$ cat src/rtl/sram_arbiter.sv
// sram_arbiter: zero-fills a single-port SRAM after reset, then round-robin arbitrates two requesters with bounded bursts (SRAM_ARB_RSP_REG_EN registers read data)
module sram_arbiter #(
  parameter int ADDR_W = 9,
  parameter int DATA_W = 8,
  parameter int MAX_BURST = 4,
  parameter int CLEAR_ON_RESET = 1,
  parameter logic [DATA_W-1:0] CLEAR_VALUE = '0
) (
  input  logic                clk,
  input  logic                rst_n,
  input  logic [1:0]          req_valid,
  output logic [1:0]          req_ready,
  input  logic [1:0]          req_we,
  input  logic [1:0]          req_lock,
  input  logic [2*ADDR_W-1:0] req_addr,
  input  logic [2*DATA_W-1:0] req_wdata,
  input  logic [2*DATA_W-1:0] req_wmask,
  output logic [1:0]          rsp_valid,
  output logic [DATA_W-1:0]   rsp_rdata,
  output logic                init_done,
  output logic                sram_cen,
  output logic                sram_gwen,
  output logic [DATA_W-1:0]   sram_wen,
  output logic [ADDR_W-1:0]   sram_a,
  output logic [DATA_W-1:0]   sram_d,
  input  logic [DATA_W-1:0]   sram_q
);
  typedef enum logic {CLEAR, RUN} state_t;
  localparam state_t RST_STATE = (CLEAR_ON_RESET != 0) ? CLEAR : RUN;
  state_t state, state_d;
  logic [ADDR_W-1:0] clr_cnt;
  logic last_grant, prev_lock, burst_hold, gi, any, we, clearing;
  logic [3:0] burst_cnt;
  logic [1:0] grant, rd_pend;
  logic [ADDR_W-1:0] addr;
  logic [DATA_W-1:0] wdata, wmask;
  assign burst_hold = prev_lock && req_valid[last_grant] && (burst_cnt < 4'(MAX_BURST));
  assign clearing = rst_n && (state == CLEAR);
  // grant selection, selected request fields and SRAM pin encoding
  always_comb begin
    state_d = (state == CLEAR && clr_cnt == '1) ? RUN : state;
    grant = !init_done ? 2'b00 : burst_hold ? (2'b01 << last_grant) : (&req_valid) ? (2'b10 >> last_grant) : req_valid;
    gi = grant[1];
    any = |grant;
    we = req_we[gi];
    addr = gi ? req_addr[ADDR_W +: ADDR_W] : req_addr[0 +: ADDR_W];
    wdata = gi ? req_wdata[DATA_W +: DATA_W] : req_wdata[0 +: DATA_W];
    wmask = gi ? req_wmask[DATA_W +: DATA_W] : req_wmask[0 +: DATA_W];
    sram_cen = !(clearing || any);
    sram_gwen = !(clearing || (any && we));
    sram_wen = clearing ? '0 : (any && we) ? ~wmask : '1;
    sram_a = clearing ? clr_cnt : any ? addr : '0;
    sram_d = clearing ? CLEAR_VALUE : (any && we) ? wdata : '0;
  end
  assign req_ready = grant;
  // state, clear counter, arbitration history and pending-read tags
  always_ff @(posedge clk or negedge rst_n) begin
    if (!rst_n) begin
      state <= RST_STATE;
      clr_cnt <= '0;
      init_done <= 1'b0;
      last_grant <= 1'b1;
      prev_lock <= 1'b0;
      burst_cnt <= '0;
      rd_pend <= '0;
    end else begin
      state <= state_d;
      clr_cnt <= (state == CLEAR) ? clr_cnt + ADDR_W'(1) : '0;
      init_done <= (state_d == RUN);
      if (any) last_grant <= gi;
      prev_lock <= any && req_lock[gi];
      burst_cnt <= (any && gi == last_grant && prev_lock) ? ((burst_cnt == 4'd15) ? 4'd15 : burst_cnt + 4'd1) : 4'd1;
      rd_pend <= grant & ~req_we;
    end
  end
`ifdef SRAM_ARB_RSP_REG_EN
  logic [1:0] rsp_valid_q;
  logic [DATA_W-1:0] rdata_q;
  // capture macro output one cycle after the access, present it a cycle later
  always_ff @(posedge clk or negedge rst_n) begin
    if (!rst_n) begin
      rsp_valid_q <= '0;
      rdata_q <= '0;
    end else begin
      rsp_valid_q <= rd_pend;
      if (|rd_pend) rdata_q <= sram_q;
    end
  end
  assign rsp_valid = rsp_valid_q;
  assign rsp_rdata = rdata_q;
`else
  assign rsp_valid = rd_pend;
  assign rsp_rdata = sram_q;
`endif
endmodule
$ cat config.mk
export PLATFORM = sky130hd
export DESIGN_NAME = sram_arbiter
export DESIGN_NICKNAME = d
export VERILOG_FILES = /design/src/rtl/sram_arbiter.sv
export SDC_FILE = /design/constraint.sdc
export NUM_CORES = 1
export LEC_CHECK = 0
export BUFFER_PORTS_ARGS = -buffer_cell sky130_fd_sc_hd__buf_4
export CAP_MARGIN = 5
export CORE_MARGIN = 2
export CORE_UTILIZATION = 44
export CTS_BUF_LIST = sky130_fd_sc_hd__clkbuf_8 sky130_fd_sc_hd__clkbuf_16
export DETAILED_ROUTE_END_ITERATION = 16
export GPL_ROUTABILITY_DRIVEN = 0
export PLACE_DENSITY = 0.91
export SETUP_SLACK_MARGIN = 0.4
export SLEW_MARGIN = 30
export SYNTH_ARGS = -nofsm -noshare
export SYNTH_HDL_FRONTEND = slang
export SYNTH_SLANG_ARGS = --single-unit
$ cat constraint.sdc
create_clock -name clk -period 5.1 [get_ports clk]
set_input_delay 0.765 -clock clk [delete_from_list [all_inputs] [get_ports clk]]
set_output_delay 0.765 -clock clk [all_outputs]
set_load 0.1 [all_outputs]
# --- Word-level counts from Yosys, hierarchy flattened ---
# Index checks and enable logic that the tools add are counted.
word_totals:
  register_bits: 18
  latch_bits: 0
  ramBits: 0
  mem_bits_ro: 0
  elab_cells: 55
  mem_count: 0
op_classes:
  addsub: 2
  multipliers: 0
  div: 0
  order_cmp: 3
  n_eq_ne: 3
  shifts: 2
  mux: 21
  bitwise_logic: 4
  n_reduce_logical: 14
op_table:
  columns: ["op", "count"]
  rows:
  - ["2-to-1 mux 8 bit", 6]
  - ["2-to-1 mux 9 bit", 4]
  - ["adder 9 x 1 -> 9 bit, second input constant", 1]
  - ["equality test 9 bit, second input constant", 1]
  - ["logical AND 1 bit", 8]
  - ["2-to-1 mux 4 bit", 2]
  - ["NOT 8 bit", 1]
  - ["2-to-1 mux 1 bit", 6]
  - ["2-to-1 mux 2 bit", 3]
  - ["adder 4 x 1 -> 4 bit, second input constant", 1]
  - ["equality test 4 bit, second input constant", 1]
  - ["less-than comparator 1 x 2 -> 1 bit, second input constant", 2]
  - ["less-than comparator 4 x 3 -> 1 bit, second input constant", 1]
  - ["bitwise AND 2 bit", 1]
  - ["zero test 1 bit", 2]
  - ["logical OR 1 bit", 2]
  - ["NOT 2 bit", 1]
  - ["AND reduction 2 bit", 1]
  - ["OR reduction 2 bit", 1]
  - ["left shift 1 x 1 -> 2 bit, first input constant", 1]
  - ["right shift 2 x 1 -> 2 bit, first input constant", 1]
  - ["equality test 1 bit", 1]
  - ["NOT 1 bit", 1]

# --- Logic depth before layout (Yosys ltp) ---
# Gate-level depths: netlist (run 1).
depth:
  depth_word: 11
  ltp_mapped: 7
  mapped_depth_nobuf: 6

# --- Worst setup path after synthesis (run 1) ---
# Ideal clock, no wire load.
synth_path:
  kind: "flip-flop to output port"
  start: "register state"
  end: "output port sram_a[0]"
  arrival_ps: 3812
  t_required_ps: 4335
  slack_ps: 523
  stages_incl_launch_ff: 7
  cell_sequence: "dfrtp_1 -> buf_6 -> and2_1 -> nand2_4 -> buf_6 -> mux2i_1 -> o21ai_0"
synth_between:
  elab_chain_len: 4
synth_rtl:
  columns: ["item", "line_no", "text"]
  rows:
  - ["from (decl)", "30", "state_t state, state_d;"]
  - ["from (signal assigned)", "67", "state <= state_d;"]
  - ["2-to-1 mux 2 bit", null, null]
  - ["2-to-1 mux 9 bit / OR reduction 2 bit (equally long branches)", null, null]
  - ["2-to-1 mux 9 bit", null, null]
  - ["2-to-1 mux 9 bit *", "52", "sram_a = clearing ? clr_cnt : any ? addr : '0;"]
  - ["to (decl)", "24", "output logic [ADDR_W-1:0] sram_a,"]
# Every way passes the cells marked *; elsewhere a longest branch is shown, timed or not.

# --- Worst setup path after layout (run 1) ---
layout_path:
  start: "register burst_cnt[3]"
  end: "output port sram_d[1]"
layout_between:
  elab_chain_len: 9
layout_rtl:
  columns: ["item", "line_no", "text"]
  rows:
  - ["from (decl)", "33", "logic [3:0] burst_cnt;"]
  - ["from (signal assigned)", "72", "burst_cnt <= (any && gi == last_grant && prev_lock) ? ((burst_cnt == 4'd15) ? 4'd15 : burst_cnt + 4'd1) : 4'd1 ..."]
  - ["less-than comparator 4 x 3 -> 1 bit *", "37", "assign burst_hold = prev_lock && req_valid[last_grant] && (burst_cnt < 4'(MAX_BURST));"]
  - ["logical AND 1 bit *", "37", null]
  - ["2-to-1 mux 2 bit * (2 in a row)", "42", "grant = !init_done ? 2'b00 : burst_hold ? (2'b01 << last_grant) : (&req_valid) ? (2'b10 >> last_grant) : req_v ..."]
  - ["2-to-1 mux 1 bit (not written as such) (2 in a row)", "45", "we = req_we[gi];"]
  - ["logical AND 1 bit", "53", "sram_d = clearing ? CLEAR_VALUE : (any && we) ? wdata : '0;"]
  - ["2-to-1 mux 8 bit * (2 in a row)", "53", null]
  - ["to (decl)", "25", "output logic [DATA_W-1:0] sram_d,"]
# Every way passes the cells marked *; elsewhere a longest branch is shown, timed or not. The select of a mux whose other input is x is not followed.

==> results of run 1 <==
## final cells by class
cell class	count	area [um^2]
clock buffers	4	55.1
inverters	3	11.3
multi-input cells	137	866
repair buffers	89	668
well taps	44	55.1
fillers	286	971
flip-flops and latches	18	452
## metrics by stage
step / std cells / instance area [um^2] / hold WS [ns]
global placement: 291 / 2050 / 0.465
finish: 295 / 2110 / 0.363
floorplan: 175 / 1450 / 0.445
detailed placement: 291 / 2050 / 0.473
global route: 295 / 2110 / 0.380
CTS: 295 / 2110 / 0.370
## state kept, by name (all words and copies together) (netlist names)
name	cells
clr_cnt	9
burst_cnt	4
rsp_valid	2
last_grant	1
prev_lock	1
state	1
## cells by family (layout without fill, tap and decap cells)
| kind of cell | Yosys count | in the layout | share of synthesized area [%] |
|---|---|---|---|
| adder cells (fa/ha/maj) | 3 | 3 | 2.60 |
| AND/OR/NAND/NOR | 70 | 70 | 23.5 |
| multiplexers | 20 | 20 | 14.6 |
| buffers and inverters | 20 | 96 | 8.91 |
| AO/OA/AOI/OAI | 40 | 40 | 16.7 |
| flip-flops | 18 | 18 | 31.2 |
| XOR/XNOR | 4 | 4 | 2.42 |
## metal layers
layer	wire length [um]	GRT usage, %
met3	199	3.15
met2	1970	35.6
met1	1580	23.8
met4	51	8.51
met5	0	0
## worst max-delay path by stage
stage / start / to / slack [ns]
detailed placement: req_valid[0] / sram_d[0] / 1.94
global route: burst_cnt[3] / sram_d[0] / 1.60
floorplan: state / sram_a[0] / 0.52
global placement: req_valid[0] / sram_d[0] / 1.97
finish: burst_cnt[3] / sram_d[1] / 1.75
CTS: burst_cnt[3] / sram_d[0] / 1.76
## power by group
group / internal (mW) / leakage, nW / switching [mW]
logic: 0.0421 / 0.905 / 0.0602
registers: 0.143 / 0.228 / 0
clock network: 0.0687 / 0.0288 / 0.0491
## placed cells by master (no fill, tap or decap), types with 2 or more instances in the layout
master | netlist | layout
nand2_1 | 34 | 34
nand2_4 | 2 | 2
nand2b_1 | 3 | 3
nor2_1 | 10 | 10
o21ai_1 | 3 | 4
nor2b_1 | 5 | 5
or3_1 | 2 | 2
o21a_1 | 8 | 8
a21oi_1 | 13 | 13
mux2i_1 | 17 | 17
inv_1 | 2 | 2
o21ai_0 | 10 | 9
ha_1 | 3 | 3
xor2_1 | 3 | 3
buf_4 | 8 | 89
dfrtp_1 | 17 | 17
nand3_1 | 7 | 7
mux2_4 | 2 | 2
a22o_1 | 2 | 2
and2_1 | 3 | 3
clkbuf_8 | 0 | 4
## worst max-delay path: stages, from the launching register on
cell and delay (ns):
dfrtp_1 0.45, nor3b_4 0.35, mux2_4 0.36, nand2_4 0.32, clkinv_1 0.35, nand2_1 0.16, a21oi_1 0.07, buf_4 0.24
==> flow_summary.toml, run 1 <==
[grt]
overflow = 0
grt_first_pass_wirelength_um = 5620
grt_usage_pct = 20.0
grt_pass1_vias = 1375
antenna_found_initial = 0
grt_max_degree = 29

[synth]
synth_warnings = 0
ys.flop_type = "dfrtp_1"
netlist_area_um2 = 1450
synthArstFlopShare_pct = 100
yosysTopAreaCellShare_pct = 29.4
syn-num-nets = 244
ys_ff_latch = 18
synthTopCellsByCount = "nand2_1 (34), dfrtp_1 (17), mux2i_1 (17), a21oi_1 (13)"
synth_most_common_cell = "nand2_1"
syn_inst = 175
synth-seq-area-share_pct = 31.2
synth_area_leader_cell = "dfrtp_1"
synth_area_per_cell_um2 = 8.27
synth_edf_count = 0
synthTopCellsByArea = "dfrtp_1 (29%), mux2i_1 (12%), nand2_1 (8.8%), a21oi_1 (4.5%), buf_4 (4.2%)"
ys_types = 36

[critical_path]
startpoint_type = "flip-flop"
r2r_end = "prev_lock"
cp.arrival_ns = 2.58
crit_path_end_kind = "primary output"
worstRegToRegCells = 6
crit_fanout = 28
r2r_setup_slack_ns = 2.87
reg2reg_from = "burst_cnt[3]"
required_ns = 4.34
path_class = "reg -> out"

[clock_tree]
cts.root.buffer_cell = "clkbuf_8"
post_cts_buffers = 0
clockBufferDepth = 2
clock-sinks = 18
htreeDepth = 1
cts_resized = 0
cts-buffers-inserted = 3
cts_tree = "built"
clk_pin_slew_ns = 0.07
cts_hold_buf = 0
clk_latency_ns = 0.26

[floorplan]
num_io_pins = 106
core_um2 = 3080
die_width_um = 61.3
num_rows = 20
die-area_um2 = 3760
start_util_pct = 47.0
die_y_um = 61.3

[placement]
place_ws_ns = 1.94
buffer_ports.inserted = 89
dpl.hpwl_um = 2960

[layout]
fin_util_pct = 68.5
area_growth_pct = 45.7
drive_gt1_share_pct = 40.6
final_nets = 321
antenna_cells = 0

[sta]
finalCriticalPeriod_ns = 3.35
setup-violations-final = 0
fin_setup_tns_ns = 0
tightest_slew_ns = 0.753
slew-limit-headroom_pct = 49.5
hold_viol_final = 0
fin_crit_sh_pct = 65.6
setup_slack_ns = 1.75
skew_ns = 0.00612
fmax_mhz = 299
rsz0062_at_grt = "false"
final-max-slew-violation-count = 0

[routing]
postRouteAntennaNets = 0
num_vias = 1500
drc = 0
wl_per_cell_um = 12.9
drt_wl_total_um = 3800
drtPass1Iterations = 4
avgViaCountPerCell = 5.08
drt_iter0_drc = 43

[power_and_ir_drop]
p_per_area_nw_per_um2 = 172
p_leak_nw = 1.16
vdd_drop_max_uv = 91.7
total_power_mw = 0.363

[run]
cap_violations = 0

[hold_path]
hold_path.class = "in -> async"

[run_status]
status = "finished clean"
Note: power is estimated with default switching activity, not from simulation.
==> run 2, diff against run 1 <==
--- a/config.mk
+++ b/config.mk
@@ -5,14 +5,15 @@
 export SDC_FILE = /design/constraint.sdc
 export NUM_CORES = 1
 export LEC_CHECK = 0
+export ABC_AREA = 1
 export BUFFER_PORTS_ARGS = -buffer_cell sky130_fd_sc_hd__buf_4
 export CAP_MARGIN = 5
 export CORE_MARGIN = 2
-export CORE_UTILIZATION = 44
+export CORE_UTILIZATION = 43
 export CTS_BUF_LIST = sky130_fd_sc_hd__clkbuf_8 sky130_fd_sc_hd__clkbuf_16
 export DETAILED_ROUTE_END_ITERATION = 16
 export GPL_ROUTABILITY_DRIVEN = 0
-export PLACE_DENSITY = 0.91
+export PLACE_DENSITY = 0.86
 export SETUP_SLACK_MARGIN = 0.4
 export SLEW_MARGIN = 30
 export SYNTH_ARGS = -nofsm -noshare
==> constraint.sdc (replaced) <==
create_clock -name clk -period 3.5 [get_ports clk]
set_input_delay 0.525 -clock clk [delete_from_list [all_inputs] [get_ports clk]]
set_output_delay 0.525 -clock clk [all_outputs]
set_load 0.1 [all_outputs]
==> flow_summary.toml, run 2 <==
[layout]
drive_gt1_share_pct = 33.1
area_growth_pct = 39.2
layout_commonest_cell = "buf_4"
final_area_um2 = 2260
instances_no_fill = 383
largest_register_ff_count = 9
fin_util_pct = 61.8
largest-register = "clr_cnt"
layout_common_cells = "buf_4 (89), nand2_1 (83), inv_1 (47), nand3_1 (23), nor2_1 (21)"
final_nets = 405
antenna_cells = 0

[floorplan]
start_util_pct = 44.4
core_um2 = 3660
num_io_pins = 106
die_width_um = 65.5
die_y_um = 65.5
num_rows = 22
die-area_um2 = 4290

[grt]
grt_first_pass_wirelength_um = 6630
overflow = 0
grt_usage_pct = 19.6
grt_pass1_vias = 1603
grt_max_degree = 38
antenna_found_initial = 0

[routing]
postRouteAntennaNets = 0
drt_iter0_drc = 24
avgViaCountPerCell = 4.68
wl_per_cell_um = 10.6
drtPass1Iterations = 4
num_vias = 1793
drt_wl_total_um = 4070
drc = 0

[placement]
place_area_um2 = 2210
place_ws_ns = 0.783
buffer_ports.inserted = 89
place_inst = 379
dpl.hpwl_um = 3150

[critical_path]
path_class = "reg -> out"
startpoint_type = "flip-flop"
cp.arrival_ns = 2.30
required_ns = 2.97
worstRegToRegCells = 8
crit_path_end_kind = "primary output"
crit_fanout = 37

[synth]
synth_area_per_cell_um2 = 6.33
synth_area_leader_cell = "dfrtp_1"
synthArstFlopShare_pct = 100
synth-seq-area-share_pct = 27.8
ys_ff_latch = 18
syn_inst = 257
synthTopCellsByArea = "dfrtp_1 (26%), nand2_1 (19%), inv_1 (11%), nand3_1 (7.1%), nor2_1 (4.8%)"
synthTopCellsByCount = "nand2_1 (83), inv_1 (47), nand3_1 (23), nor2_1 (21), dfrtp_1 (17)"
ys.flop_type = "dfrtp_1"
syn-num-nets = 326
yosysTopAreaCellShare_pct = 26.2
synth_edf_count = 0
netlist_area_um2 = 1630
synth_most_common_cell = "nand2_1"
synth_warnings = 0
ys_types = 29

[sta]
slew-limit-headroom_pct = 66.3
setup-violations-final = 0
fmax_mhz = 354
rsz0062_at_grt = "false"
final-max-slew-violation-count = 0
finalCriticalPeriod_ns = 2.82
tightest_slew_ns = 0.500
hold_ws_ns = 0.123
fin_crit_sh_pct = 80.7
skew_ns = 0.00239
fin_setup_tns_ns = 0
setup_slack_ns = 0.676
hold_viol_final = 0

[power_and_ir_drop]
total_power_mw = 0.549
p_per_area_nw_per_um2 = 242
vdd_drop_max_uv = 197
p_leak_nw = 1.40

[clock_tree]
cts_hold_buf = 0
clk_pin_slew_ns = 0.07
clock-sinks = 18
clockBufferDepth = 2
post_cts_buffers = 0
cts-buffers-inserted = 3
cts_resized = 0
clk_latency_ns = 0.26
cts_tree = "built"
cts.root.buffer_cell = "clkbuf_8"
htreeDepth = 1

[run_status]
status = "finished clean"

[hold_path]
hold_path.class = "in -> async"

[run]
cap_violations = 0
==> run 2: changes by cell type after synthesis, sizes merged, moves of 5 or more <==
cell   previous run  this run
nand2            36        90
inv               2        50
nor2             10        22
nand3             7        25
o21a              8         0
nor2b             5         0
mux2i            17         0
a21oi            13         8
==> run 2: logic make-up after synthesis <==
| family | count (synthesis) | share of synthesized area, % |
|---|---|---|
| buf+inv | 66 | 21.1 |
| flops | 18 | 27.8 |
| xor+xnor | 1 | 0.539 |
| compound gates | 24 | 8.08 |
| simple gates | 145 | 40.2 |
| fa+ha+maj | 3 | 2.31 |
==> run 2: final timing paths <==
kind,from,end,slack (ns)
worst max register to register,last_grant,prev_lock,1.69
max in group asynchronous,rst_n,last_grant,3.12
worst min register to register,clr_cnt[0],clr_cnt[0],0.49
worst min-delay path,rst_n,burst_cnt[1],0.12
min in group clk,req_we[0],rsp_valid[0],0.42
worst max-delay path,last_grant,sram_wen[5],0.68
==> run 2: layout make-up <==
cell class | instances | area [um^2]
Fill cell | 339 | 1400
Multi-Input combinational cell | 173 | 832
Timing Repair Buffer | 89 | 668
Sequential cell | 18 | 452
Inverter | 51 | 196
Tap cell | 48 | 60.1
Clock buffer | 4 | 55.1
==> run 2: critical path, stage by stage (launching register included) <==
cell,delay (ns)
dfstp_2,0.58
inv_2,0.07
nand2_2,0.06
inv_1,0.04
nand2_1,0.13
nand3_4,0.36
nand2_2,0.20
nand3_4,0.14
nand2_4,0.15
nand2_1,0.07
buf_4,0.23
==> run 2: metal layers <==
layer	global-route usage, %	part of all wire [%]
met1	21.2	41
met4	7.03	1.3
met5	0	0
met2	36.6	49
met3	4.79	8.2
==> run 2: where the power goes <==
group / internal, mW / switching [mW] / total (mW)
logic: 0.0639 / 0.105 / 0.169
clock network: 0.100 / 0.0716 / 0.172
registers: 0.208 / 0 / 0.208
==> run 3, diff against run 2 <==
--- a/config.mk
+++ b/config.mk
@@ -9,11 +9,11 @@
 export BUFFER_PORTS_ARGS = -buffer_cell sky130_fd_sc_hd__buf_4
 export CAP_MARGIN = 5
 export CORE_MARGIN = 2
-export CORE_UTILIZATION = 43
+export CORE_UTILIZATION = 38
 export CTS_BUF_LIST = sky130_fd_sc_hd__clkbuf_8 sky130_fd_sc_hd__clkbuf_16
 export DETAILED_ROUTE_END_ITERATION = 16
 export GPL_ROUTABILITY_DRIVEN = 0
-export PLACE_DENSITY = 0.86
+export PLACE_DENSITY = 0.81
 export SETUP_SLACK_MARGIN = 0.4
 export SLEW_MARGIN = 30
 export SYNTH_ARGS = -nofsm -noshare
==> constraint.sdc (replaced) <==
create_clock -name clk -period 2.3 [get_ports clk]
set_input_delay 0.345 -clock clk [delete_from_list [all_inputs] [get_ports clk]]
set_output_delay 0.345 -clock clk [all_outputs]
set_load 0.1 [all_outputs]
==> flow_summary.toml, run 3 (synthesis gave the netlist of run 2 again) <==
[critical_path]
crit_fanout = 19
cp.arrival_ns = 2.00
crit_path_end_kind = "primary output"
max_stage_delay_ns = 0.56
required_ns = 1.96
startpoint_type = "flip-flop"
cp_cell_sequence = "inv_2 > nand2_2 > inv_1 > nand2_2 > nand3_4 > buf_12 > inv_16 > nand2_1 > nand3_1 > nand2_2 > buf_12"
cp_num_buf_inv = 5
path_delay_family = "simple AND/OR/NAND/NOR gates"
cp_common_cell = "nand2_2"
path_class = "reg -> out"
cpMaxStageDelayCell = "dfstp_2"

[layout]
layout_common_cells = "buf_4 (70), nand2_1 (54), inv_1 (42), buf_12 (28), nand2_2 (17)"
layout_commonest_cell = "buf_4"
largest-register = "clr_cnt"
antenna_cells = 0
area_growth_pct = 99.5
n_fill_cell = 235
final_nets = 424
largest_register_ff_count = 9
drive_gt1_share_pct = 51.1

[power_and_ir_drop]
comb_power_share_pct = 37.2
power.share.switching_pct = 33.8
sequentialPowerShare_pct = 34.1
p_int_mw = 0.615
p_switching_mw = 0.314
p_per_area_nw_per_um2 = 286
power_frac_clock_pct = 28.8
vdd_drop_max_uv = 236
p_leak_nw = 1.69

[grt]
grt_pass1_vias = 1985
overflow = 0
grt_max_degree = 20
grt_usage_pct = 24.0
antenna_found_initial = 0
grt_first_pass_wirelength_um = 9330

[run_status]
failed_checks = "setup timing"
status = "finished with violations"

[sta]
fin_setup_tns_ns = -0.120
hold_viol_final = 0
slew-limit-headroom_pct = 43.5
setup_slack_ns = -0.0422
rsz0062_at_grt = "true"
setup-violations-final = 9
fmax_mhz = 427
final-max-slew-violation-count = 0
tightest_slew_ns = 0.845
finalCriticalPeriod_ns = 2.34
skew_ns = 0.00102
fin_crit_sh_pct = 102

[hold_path]
hold_path.class = "in -> async"

[clock_tree]
htreeDepth = 1
cts.root.buffer_cell = "clkbuf_8"
clockBufferDepth = 2
clk_latency_ns = 0.26
cts-buffers-inserted = 3
cts_tree = "built"
clock-sinks = 18
clk_pin_slew_ns = 0.07

[routing]
wl_per_cell_um = 15.4
num_vias = 2083
drt_iter0_drc = 89
postRouteAntennaNets = 0
avgViaCountPerCell = 5.16
drt_wl_total_um = 6220
drc = 0
drtPass1Iterations = 4

[floorplan]
num_rows = 23
die_width_um = 69.4
start_util_pct = 40.1
core_um2 = 4060
num_io_pins = 106
die_y_um = 69.4
die-area_um2 = 4820

[placement]
dpl.hpwl_um = 3740
place_ws_ns = 0.140
buffer_ports.inserted = 89

[run]
cap_violations = 0
-- run 3: changes by cell type in the layout (fill, tap and decap cells not counted), moves of 9 or more --
cell     previous run  this run
nand2_1            83        54
buf_12              0        28
buf_4              89        70
nand2_2             5        17
nand2_4             2        12
nand3_1            23        14
-- run 3: power groups by stage --
stage                     Combinational, mW  Sequential (mW)  Clock (mW)
after floorplan                       0.240            0.323           0
after global placement                0.281            0.323           0
after detailed placement              0.284            0.323           0
after CTS                             0.325            0.316       0.275
after global routing                  0.361            0.316       0.290
final                                 0.345            0.316       0.267
-- run 3: final cells by class --
class	count	area, um^2	area share (%)
Sequential cell	18	455	14.0
Multi-Input combinational cell	173	1200	37.1
Clock buffer	4	55.1	1.70
Tap cell	50	62.6	1.93
Inverter	51	224	6.90
Timing Repair Buffer	108	1240	38.4
-- run 3: path summary, 6_finish.rpt --
kind                                 start           end  depth (start not counted)  slack [ns]
worst max register to register  clr_cnt[0]    clr_cnt[8]                         10        0.68
worst max-delay path            last_grant   sram_wen[2]                         11       -0.04
min in group clk                 req_we[0]  rsp_valid[0]                          2        0.24
max in group asynchronous            rst_n         state                          2        0.91
worst min register to register  clr_cnt[0]    clr_cnt[0]                          1        0.53
worst min-delay path                 rst_n    last_grant                          1        0.05
-- run 3: worst register-to-register path, stage by stage, from the launching register on --
cell	delay [ns]
dfrtp_1	0.42
ha_1	0.20
nand2_1	0.06
inv_1	0.08
nand2_1	0.07
nor2_1	0.14
nand3_1	0.11
nor2_1	0.11
ha_1	0.23
inv_1	0.05
nor2_1	0.03
-- run 3: layer usage --
layer,GRT usage (%),share of wire (%),vias to the layer above
met5,0,0,-
met4,5.66,2.7,0
met3,5.23,5.6,25
met2,47.9,57,103
met1,25.1,35,982
li1,-,-,973
-- run 3: stage by stage --
stage | total power, mW | instances | hold WS (ns) | util, % | area, um^2
after floorplan | 0.562 | 257 | 0.0494 | - | 1980
after global placement | 0.604 | 388 | 0.229 | 64.6 | 2620
after detailed placement | 0.606 | 388 | 0.234 | 64.6 | 2620
after CTS | 0.917 | 399 | 0.0334 | 76.5 | 3100
after global routing | 0.967 | 404 | 0.0398 | 80.0 | 3250
final | 0.929 | 404 | 0.0513 | 80.0 | 3250
-- run 3: repair_timing --
item,CTS,global route
hold buffers,1,0
endpoints found under the setup margin,29,29
pin swaps,3,2
hold endpoints to repair,17,0
cloned,1,2
gates resized for setup,90,19
buffers inserted,5,3
